===== src/rtl/demux_rr_scheduler_if.sv =====
// Handshake and channel bundle between an upstream producer and the round-robin demux scheduler.
interface demux_rr_scheduler_if #(
    parameter int unsigned DATA_W = 8
);
    logic              in_valid;
    logic [DATA_W-1:0] in_data;
    logic              in_ready;
    logic [7:0]        ch_en;
    logic [7:0]        ch_ready;
    logic [2:0]        sel;
    logic [7:0]        out_valid;
    logic [DATA_W-1:0] out_data;
    logic [7:0]        drop_cnt;

    modport slave (
        input  in_valid, in_data, ch_en, ch_ready,
        output in_ready, sel, out_valid, out_data, drop_cnt
    );

    modport master (
        output in_valid, in_data, ch_en, ch_ready,
        input  in_ready, sel, out_valid, out_data, drop_cnt
    );
endinterface


===== src/rtl/demux_rr_scheduler.sv =====
// Holds one word and offers it to a round-robin-chosen enabled channel of a 1x8 demux;
// a word stalled for longer than TIMEOUT cycles is dropped and counted.
module demux_rr_scheduler #(
    parameter int unsigned DATA_W  = 8,
    parameter int unsigned TIMEOUT = 15
) (
    input  logic                clk,
    input  logic                rst_n,
    demux_rr_scheduler_if.slave bus
);
    localparam int unsigned WAIT_W = ($clog2(TIMEOUT + 1) > 4) ? $clog2(TIMEOUT + 1) : 4;
    localparam logic [WAIT_W-1:0] TIMEOUT_W = WAIT_W'(TIMEOUT);

    typedef enum logic {ST_IDLE, ST_SEND} state_e;

    state_e              r_state, w_state_nxt;
    logic [2:0]          r_ptr, w_ptr_nxt;
    logic [2:0]          r_sel, w_sel_nxt;
    logic [DATA_W-1:0]   r_data, w_data_nxt;
    logic [WAIT_W-1:0]   r_wait, w_wait_nxt;
    logic [7:0]          r_drop, w_drop_nxt;

    logic                w_in_ready;
    logic                w_accept;
    logic                w_sel_ready;
    logic [2:0]          w_pick;
    logic [2:0]          w_idx;
    logic                w_found;

    assign w_in_ready  = (r_state == ST_IDLE) & (|bus.ch_en) & rst_n;
    assign w_accept    = bus.in_valid & w_in_ready;
    assign w_sel_ready = bus.ch_ready[r_sel];

    // First enabled channel searching circularly upward from the pointer.
    always_comb begin
        w_pick  = r_ptr;
        w_found = 1'b0;
        w_idx   = r_ptr;
        for (int i = 0; i < 8; i++) begin
            w_idx = r_ptr + 3'(i);
            if (!w_found && bus.ch_en[w_idx]) begin
                w_pick  = w_idx;
                w_found = 1'b1;
            end
        end
    end

    always_comb begin
        w_state_nxt = r_state;
        w_ptr_nxt   = r_ptr;
        w_sel_nxt   = r_sel;
        w_data_nxt  = r_data;
        w_wait_nxt  = r_wait;
        w_drop_nxt  = r_drop;
        unique case (r_state)
            ST_IDLE: begin
                if (w_accept) begin
                    w_state_nxt = ST_SEND;
                    w_sel_nxt   = w_pick;
                    w_data_nxt  = bus.in_data;
                    w_wait_nxt  = '0;
                end
            end
            ST_SEND: begin
                // A ready channel wins over a timeout reached in the same cycle.
                if (w_sel_ready) begin
                    w_state_nxt = ST_IDLE;
                    w_ptr_nxt   = r_sel + 3'd1;
                end else if ((TIMEOUT != 0) && (r_wait == TIMEOUT_W)) begin
                    w_state_nxt = ST_IDLE;
                    w_ptr_nxt   = r_sel + 3'd1;
                    if (r_drop != 8'hFF) begin
                        w_drop_nxt = r_drop + 8'd1;
                    end
                end else begin
                    w_wait_nxt = r_wait + WAIT_W'(1);
                end
            end
        endcase
    end

    always_ff @(posedge clk or negedge rst_n) begin
        if (!rst_n) begin
            r_state <= ST_IDLE;
            r_ptr   <= 3'd0;
            r_sel   <= 3'd0;
            r_data  <= '0;
            r_wait  <= '0;
            r_drop  <= 8'h00;
        end else begin
            r_state <= w_state_nxt;
            r_ptr   <= w_ptr_nxt;
            r_sel   <= w_sel_nxt;
            r_data  <= w_data_nxt;
            r_wait  <= w_wait_nxt;
            r_drop  <= w_drop_nxt;
        end
    end

    assign bus.in_ready  = w_in_ready;
    assign bus.sel       = r_sel;
    assign bus.out_valid = (r_state == ST_SEND) ? (8'd1 << r_sel) : 8'd0;
    assign bus.out_data  = r_data;
    assign bus.drop_cnt  = r_drop;
endmodule

===== src/flat_wrapper.sv =====
// flat-port wrapper written by rule: the top's interface ports become plain ports
module demux_rr_scheduler_flat 
#(
    parameter int unsigned DATA_W  = 8,
    parameter int unsigned TIMEOUT = 15
)
  (clk, rst_n, bus_in_valid, bus_in_data, bus_ch_en, bus_ch_ready, bus_in_ready, bus_sel, bus_out_valid, bus_out_data, bus_drop_cnt);
  demux_rr_scheduler_if #(.DATA_W(DATA_W)) bus_i ();
  input  logic clk;
  input  logic rst_n;
  input wire logic [$bits(bus_i.in_valid)-1:0] bus_in_valid;
  input wire logic [$bits(bus_i.in_data)-1:0] bus_in_data;
  input wire logic [$bits(bus_i.ch_en)-1:0] bus_ch_en;
  input wire logic [$bits(bus_i.ch_ready)-1:0] bus_ch_ready;
  output wire logic [$bits(bus_i.in_ready)-1:0] bus_in_ready;
  output wire logic [$bits(bus_i.sel)-1:0] bus_sel;
  output wire logic [$bits(bus_i.out_valid)-1:0] bus_out_valid;
  output wire logic [$bits(bus_i.out_data)-1:0] bus_out_data;
  output wire logic [$bits(bus_i.drop_cnt)-1:0] bus_drop_cnt;
  assign bus_i.in_valid = bus_in_valid;
  assign bus_i.in_data = bus_in_data;
  assign bus_i.ch_en = bus_ch_en;
  assign bus_i.ch_ready = bus_ch_ready;
  assign bus_in_ready = bus_i.in_ready;
  assign bus_sel = bus_i.sel;
  assign bus_out_valid = bus_i.out_valid;
  assign bus_out_data = bus_i.out_data;
  assign bus_drop_cnt = bus_i.drop_cnt;
  demux_rr_scheduler #(.DATA_W(DATA_W), .TIMEOUT(TIMEOUT)) u_core (.clk(clk), .rst_n(rst_n), .bus(bus_i));
endmodule

===== config.mk =====
export PLATFORM = sky130hd
export DESIGN_NAME = demux_rr_scheduler_flat
export DESIGN_NICKNAME = d
export VERILOG_FILES = /design/src/rtl/demux_rr_scheduler_if.sv /design/src/rtl/demux_rr_scheduler.sv /design/src/flat_wrapper.sv
export SDC_FILE = /design/constraint.sdc
export NUM_CORES = 1
export LEC_CHECK = 0
export BUFFER_PORTS_ARGS = -buffer_cell sky130_fd_sc_hd__buf_2
export CORE_MARGIN = 2
export CORE_UTILIZATION = 58
export CTS_CLUSTER_DIAMETER = 30
export CTS_CLUSTER_SIZE = 20
export DETAILED_ROUTE_END_ITERATION = 6
export GPL_ROUTABILITY_DRIVEN = 0
export GPL_TIMING_DRIVEN = 0
export PLACE_DENSITY = 0.9
export SYNTH_ARGS = -nofsm -noshare
export SYNTH_HDL_FRONTEND = slang
export SYNTH_SLANG_ARGS = --single-unit

===== constraint.sdc =====
create_clock -name clk -period 5.47 [get_ports clk]
set_input_delay 0 -clock clk [delete_from_list [all_inputs] [get_ports clk]]
set_output_delay 0 -clock clk [all_outputs]
set_load 0.03 [all_outputs]

==> metrics, run 1 <==
clock transition at the registers of the reported paths around 0.10 ns; worst slew pin tran 0.645 ns; Yosys top cell area share between 30% and 40%; CP Buf/Inv Count 3; All-Layer GR Usage 25.7%; GRT busiest layer met2; cell taking the most area after synthesis dfrtp_1; FILL cells between 200 and 300; GRT overflow 0; crit path to u_core.bus.sel[2]; Synth Warn # 0; ys flop type dfrtp_1; WP depth 10; CORE AREA 3610 µm²; critical path's largest stage delay 0.68 ns; start point of the critical path u_core.r_ptr[1]; met2 usage 46.5%; setup TNS 0 ns; worst skew pair latency around 0.27 ns; Hold Crit Class in2reg; nets 333; final setup vio count 0; Critical Path Source Type register; global routing met3 resource utilization between 4 and 5%; layout cells sized above 1 25.1%; worst vdd ir 0.359 mV; initial core utilization 59.8%; TritonCTS clock tree yes; Die Span Y 65.0 µm; initial antenna violation count 0; DP HPWL 3830 µm; Hold Vio Cnt, Final 0; Die Area 4220 µm²; Final Util between 70 and 80%; most area-consuming cells after synthesis dfrtp_1 (31%), mux4_1 (8.5%), nand2_1 (7.1%); vias in the first global route approximately 1900; largest net degree at the start of global routing 29; clk sinks 27; status finished clean; Post-Syn Instances 228; max frequency ~280 MHz; DRC Markers 0; RSZ-0062 raised after global routing false; Syn-to-layout area delta 21.8%; Syn Area/Cell between 9 and 10 µm²; Reg2Reg Setup Slack 1.94 ns; CTS max path bufs 2; leakage power 1.31 nW; Ant. Diodes 0; Initial DRC Count ~140; slowest CP cell mux4_1; FF-to-FF End u_core.bus.sel[2]; register area share after synthesis 31.3%; first-pass GRT wire length 8440 µm; row count 22; vias approximately 2000; Max Cap Violations 0; number of flops mapped to enable cells by yosys 0; WP data required 5.64 ns; Slew headroom 57.0%; Synth Register Bits 27; Slew Viols, Final 0; critical path's top delay family compound AO/OA/AOI/OAI gates; fraction of registers with async set/reset 100%; Post-Syn Nets 265; R2R depth 10; Final ANT Viol Nets 0; met1 GRT Util 30.5%; Worst setup EP type register; CP arrival 3.70 ns; R2R Path Start u_core.r_ptr[1]; H-tree depth 1; area of the mapped netlist 2160 µm²; drt first pass iters 5; Port Buffers 54; DIE WIDTH roughly 65 µm; final wirelength 5250 µm; Final Cycle Share 64.5%; CP max FO 10; TritonCTS Buffers 3; Tmin final around 3.5 ns; crit path kind reg2reg; cells along the critical path clkbuf_1 -> inv_1 -> ha_1 -> buf_2 -> mux4_1 -> o32ai_4 -> nand2_2 -> o32ai_1 -> o22ai_1 -> a31oi_1; Root Driver clkbuf_8; # IOs between 50 and 60; power per cell area ~600 nW/µm²; Clock Skews 0.00138 ns; hold_sp bus_in_valid; post-DR vias/cell 5.83; Distinct cells, synth 45; routed len/inst 15.3 µm
## cell usage in the layout, fill, tap and decap left out, types with 2 or more instances in the layout
master	Yosys	routed
dfrtp_1	27	27
mux2i_1	10	10
inv_1	14	14
mux2_2	4	4
nand2_1	41	41
dlygate4sd3_1	0	9
a31oi_1	3	3
ha_1	10	10
nor2_1	7	7
nand3_1	12	12
a21oi_1	6	6
o31ai_1	2	2
o22ai_1	2	2
nor2b_1	2	2
nand2b_1	4	4
nand4_1	4	4
mux4_2	4	4
and3_1	5	5
o21ai_0	16	16
nor4_1	2	2
xor2_1	3	3
xnor2_1	9	9
clkbuf_1	4	4
a211oi_1	2	2
mux2_4	2	2
buf_2	1	55
and2_1	7	7
mux4_1	7	7
clkbuf_8	0	3
## synth_stat cells, types with 6 or more instances
cell     instances
ha_1            10
o21ai_0         16
inv_1           14
nor2_1           7
xnor2_1          9
a21oi_1          6
nand3_1         12
mux4_1           7
and2_1           7
nand2_1         41
dfrtp_1         27
mux2i_1         10
## worst min-delay path by stage
stage                             endpoint  slack [ns]  cells after the start
floorplan           u_core.bus.drop_cnt[0]       -0.30                      0
global placement    u_core.bus.out_data[4]        0.04                      1
detailed placement  u_core.bus.out_data[4]        0.04                      1
CTS                         u_core.r_state        0.13                      3
global route                u_core.r_state        0.19                      3
finish                      u_core.r_state        0.14                      3
## kinds of logic (layout without fill, tap and decap cells)
family	count (synthesis)	count (layout)	share of synthesized area, %
multiplexers	27	27	20.8
buffers and inverters	21	88	4.06
AO/OA/AOI/OAI	43	43	13.7
XOR/XNOR	12	12	4.87
flip-flops	27	27	31.3
adder cells (fa/ha/maj)	10	10	5.80
AND/OR/NAND/NOR	88	88	19.4
## timing repair
action,CTS,global route
endpoints found under the hold margin,35,0
gates resized for setup,0,0
setup buffers,0,0
hold buffers,9,0
## registers in the layout, indices dropped and copies added (netlist names)
signal	flops
u_core.bus.drop_cnt	8
u_core.bus.out_data	8
u_core.bus.sel	3
u_core.r_ptr	3
u_core.r_state	1
u_core.r_wait	4
## layout make-up
class,instances,area (µm²),area share (%)
multi-input cells,180,1390,53.1
flip-flops and latches,27,676,25.7
repair buffers,63,360,13.7
well taps,48,60.1,2.29
inverters,14,52.6,2.00
clock buffers,3,41.3,1.57
plain buffers,7,35.0,1.33
clock inverters,1,7.51,0.286
## metal layers
metal	part of all wire [%]	vias up	routed length, µm
li1	-	961	-
met1	40	950	2120
met3	5.4	16	283
met4	2.7	0	140
met5	0	-	0
met2	52	71	2710
## worst register-to-register path: cells and delay by family (launching register included)
kind	cells	cell delay, ns
mux	1	0.68
simple gates	1	0.10
compound gates	4	0.98
fa+ha+maj	1	0.41
buf+inv	3	0.79
flops	1	0.48
## stage by stage
step	instances	instance area (µm²)	power (mW)	worst slack, ns	hold slack (ns)
CTS	343	2630	1.54	2.02	0.128
detailed placement	330	2490	1.42	2.04	0.0428
global placement	330	2490	1.38	2.08	0.0384
global route	343	2630	1.67	1.83	0.192
floorplan	228	2160	1.19	2.42	-0.296
finish	343	2630	1.57	1.94	0.143
## report_power, final
group          total, mW  switching (mW)  internal (mW)
logic               1.12           0.668          0.457
registers          0.327          0.0682          0.258
clock network      0.116          0.0647         0.0517
(Power assumes the default switching activity.)
==> run 2, diff against run 1 <==
--- a/config.mk
+++ b/config.mk
@@ -5,15 +5,16 @@
 export SDC_FILE = /design/constraint.sdc
 export NUM_CORES = 1
 export LEC_CHECK = 0
+export ABC_AREA = 1
 export BUFFER_PORTS_ARGS = -buffer_cell sky130_fd_sc_hd__buf_2
 export CORE_MARGIN = 2
-export CORE_UTILIZATION = 58
+export CORE_UTILIZATION = 48
 export CTS_CLUSTER_DIAMETER = 30
 export CTS_CLUSTER_SIZE = 20
 export DETAILED_ROUTE_END_ITERATION = 6
 export GPL_ROUTABILITY_DRIVEN = 0
 export GPL_TIMING_DRIVEN = 0
-export PLACE_DENSITY = 0.9
+export PLACE_DENSITY = 0.81
 export SYNTH_ARGS = -nofsm -noshare
 export SYNTH_HDL_FRONTEND = slang
 export SYNTH_SLANG_ARGS = --single-unit
==> constraint.sdc (replaced) <==
create_clock -name clk -period 3.1 [get_ports clk]
set_input_delay 0 -clock clk [delete_from_list [all_inputs] [get_ports clk]]
set_output_delay 0 -clock clk [all_outputs]
set_load 0.03 [all_outputs]
==> metrics, run 2 <==
Reg2Reg Setup Slack 0.49 ns (-1.45 ns); clk sinks 27 (unchanged); CTS max path bufs 2 (unchanged); cells along the critical path buf_4 -> inv_4 -> ha_1 -> inv_1 -> nand3_1 -> nand2_1 -> nand2_1 -> nand2_2 -> inv_2 -> nor3_4 -> nand3b_2 -> inv_1 -> nor2_1 -> nand2_1 -> nand2_1 -> nand3_2 -> o21ai_2; post-CTS setup buffer count 0 (unchanged); combinational share of power 71.2% (-0.5 points); post-DR vias/cell 5.23 (-10%); H-tree depth 1 (unchanged); top post-synthesis cells by count nand2_1 (98), nand3_1 (39), dfrtp_1 (27); critical path's largest stage delay 0.39 ns (-0.29 ns); Net Sw Frac 55.5% (+4.4 points); clock share of power 7.5% (about the same); Critical Path Source Type register; Final Util 62.1% (-11 points); Syn-to-layout area delta 23.1%; DRC Markers 0 (unchanged); Final Cycle Share 84.2% (+20 points); commonest non-fill, non-tap cells in the layout nand2_1 (98), buf_2 (54), nand3_1 (39); Cell Int Power 1.15 mW (+50%); Hold Vio Cnt, Final 0 (unchanged); CORE AREA 4030 µm² (+12%); Design Area, Final 2500 µm² (-4.7%); CP dominant cell by count nand2_1; critical path's top delay family simple AND/OR/NAND/NOR gates; initial antenna violation count 0 (unchanged); WP depth 17 (+7); cell taking the most area after synthesis dfrtp_1; max frequency 383 MHz (+35%); Slew Viols, Final 0 (unchanged); number of flops mapped to enable cells by yosys 0 (unchanged); RSZ-0062 raised after global routing false; hold_sp bus_in_valid; row count 23 (+4.5%); vias 2085 (+4.4%); WP data required 3.25 ns (-2.39 ns); Ant. Diodes 0 (unchanged); FF-to-FF End u_core.bus.sel[0]; Post-Syn Instances 282 (+24%); final setup vio count 0 (unchanged); slowest CP cell ha_1; Die Span Y 69.1 µm (+6.3%); CP max FO 9 (-1); CP arrival 2.76 ns (-0.94 ns); Sequential Power Share 21.3% (+0.5 points); FILL cells 370 (+39%); largest net degree at the start of global routing 29 (unchanged); Distinct cells, synth 35 (-22%); R2R depth 17 (+7); Hold Path Depth 3 (unchanged); R2R Path Start u_core.r_ptr[1]; Max Cap Violations 0 (unchanged); Die Area 4770 µm² (+13%); worst slew pin tran 0.594 ns (-0.0509 ns); DIE WIDTH 69.1 µm (+6.3%); hold path endpoint u_core.r_state; GRT overflow 0 (unchanged); area of the mapped netlist 2030 µm² (-5.7%); Worst setup EP type register; final wirelength 4860 µm (-7.3%); P_sw 1.43 mW (+79%); ys flop type dfrtp_1; crit path kind reg2reg; top-count cell post-synth nand2_1; first-pass GRT wire length 8130 µm (-3.7%); DP HPWL 3680 µm (-3.9%); Tmin final 2.61 ns (-0.916 ns); TritonCTS Buffers 3 (unchanged); fraction of registers with async set/reset 100% (unchanged); vias in the first global route 1945 (+1.5%); Slew headroom 60.4% (+3.4 points); Clock Skews 0.00176 ns (+0.000376 ns); Syn Area/Cell 7.21 µm² (-24%); All-Layer GR Usage 20.0% (-5.7 points); post-cts sizing count 0 (unchanged); nets 387 (+16%); routed len/inst 12.2 µm (-20%); Hold-fix buffers, CTS 9 (unchanged); TritonCTS clock tree yes; Initial DRC Count 123 (-13%); drt first pass iters 5 (unchanged); most common cell after layout, fill and taps aside nand2_1; setup TNS 0 ns (unchanged); power per cell area 1030 nW/µm² (+73%); status finished clean; Yosys top cell area share 33.2% (+1.9 points); Root Driver clkbuf_8; leakage power 1.41 nW (+7.8%); Hold Crit Class in2reg; layout cells sized above 1 24.1% (-1.0 points); CP Buf/Inv Count 5 (+2); worst skew pair latency 0.27 ns (about the same); Synth Warn # 0 (unchanged); most area-consuming cells after synthesis dfrtp_1 (33%), nand2_1 (18%), nand3_1 (9.6%); # IOs 55 (unchanged); worst vdd ir 0.496 mV (+38%); Post-Place Worst Slack 0.494 ns (-1.54 ns); Port Buffers 54 (unchanged); register area share after synthesis 33.2% (+1.9 points); Final ANT Viol Nets 0 (unchanged); worst setup margin 0.488 ns (-1.45 ns); clock transition at the registers of the reported paths 0.09 ns (about the same); Post-Syn Nets 319 (+20%); Area after DPL 2370 µm² (-4.9%); Synth Register Bits 27 (unchanged); initial core utilization 50.5% (-9.4 points)
-- run 2: worst max path at each step --
stage / start / end / slack, ns
5_1_grt: u_core.r_ptr[1] / u_core.bus.sel[0] / 0.25
3_5_place_dp: u_core.r_ptr[1] / u_core.bus.sel[0] / 0.49
4_1_cts: u_core.r_ptr[1] / u_core.bus.sel[0] / 0.49
2_1_floorplan: u_core.r_ptr[1] / u_core.bus.sel[0] / 0.89
6_report: u_core.r_ptr[1] / u_core.bus.sel[0] / 0.49
3_3_place_gp: u_core.r_ptr[1] / u_core.bus.sel[0] / 0.60
-- run 2: worst min-delay path: stages --
cell and delay (ns):
buf_2 0.07, nand2_1 0.12, nand2_1 0.18
-- run 2: cell families (layout without fill, tap and decap cells) --
logic type	after synthesis	after routing	share of synthesized area [%]
flops	27	27	33.2
mux	1	1	0.492
compound gates	21	21	6.34
xor+xnor	14	14	7.69
simple gates	180	180	39.7
buf+inv	29	96	6.40
fa+ha+maj	10	10	6.15
-- run 2: per-layer routing --
metal | part of all wire (%) | vias up | track usage, %
met4 | 0.90 | 0 | 4.79
met3 | 5.1 | 7 | 2.34
met5 | 0 | - | 0
li1 | - | 1051 | -
met1 | 46 | 958 | 25.8
met2 | 48 | 69 | 35.6
-- run 2: power groups by stage --
stage          registers (mW)  logic, mW  clock network, mW
2_1_floorplan           0.662       1.31                  0
3_3_place_gp            0.551       1.77                  0
3_5_place_dp            0.554       1.82                  0
4_1_cts                 0.550       1.84              0.199
5_1_grt                 0.567       2.04              0.215
6_report                0.552       1.84              0.193
-- run 2: area by class of cell --
type / instances / area [µm²] / share of cell area [%]
multi-input cells: 226 / 1230 / 49.1
flip-flops and latches: 27 / 676 / 27.0
repair buffers: 63 / 360 / 14.4
inverters: 23 / 88.8 / 3.55
well taps: 50 / 62.6 / 2.50
clock buffers: 3 / 41.3 / 1.65
plain buffers: 6 / 41.3 / 1.65
clock inverters: 1 / 5.00 / 0.200
-- run 2: through the flow --
step | hold WS (ns) | instances | total power, mW
after floorplan | -0.296 | 282 | 1.97
after global placement | 0.0429 | 386 | 2.32
after detailed placement | 0.0511 | 386 | 2.37
after CTS | 0.157 | 399 | 2.59
after global routing | 0.180 | 399 | 2.83
final | 0.153 | 399 | 2.58
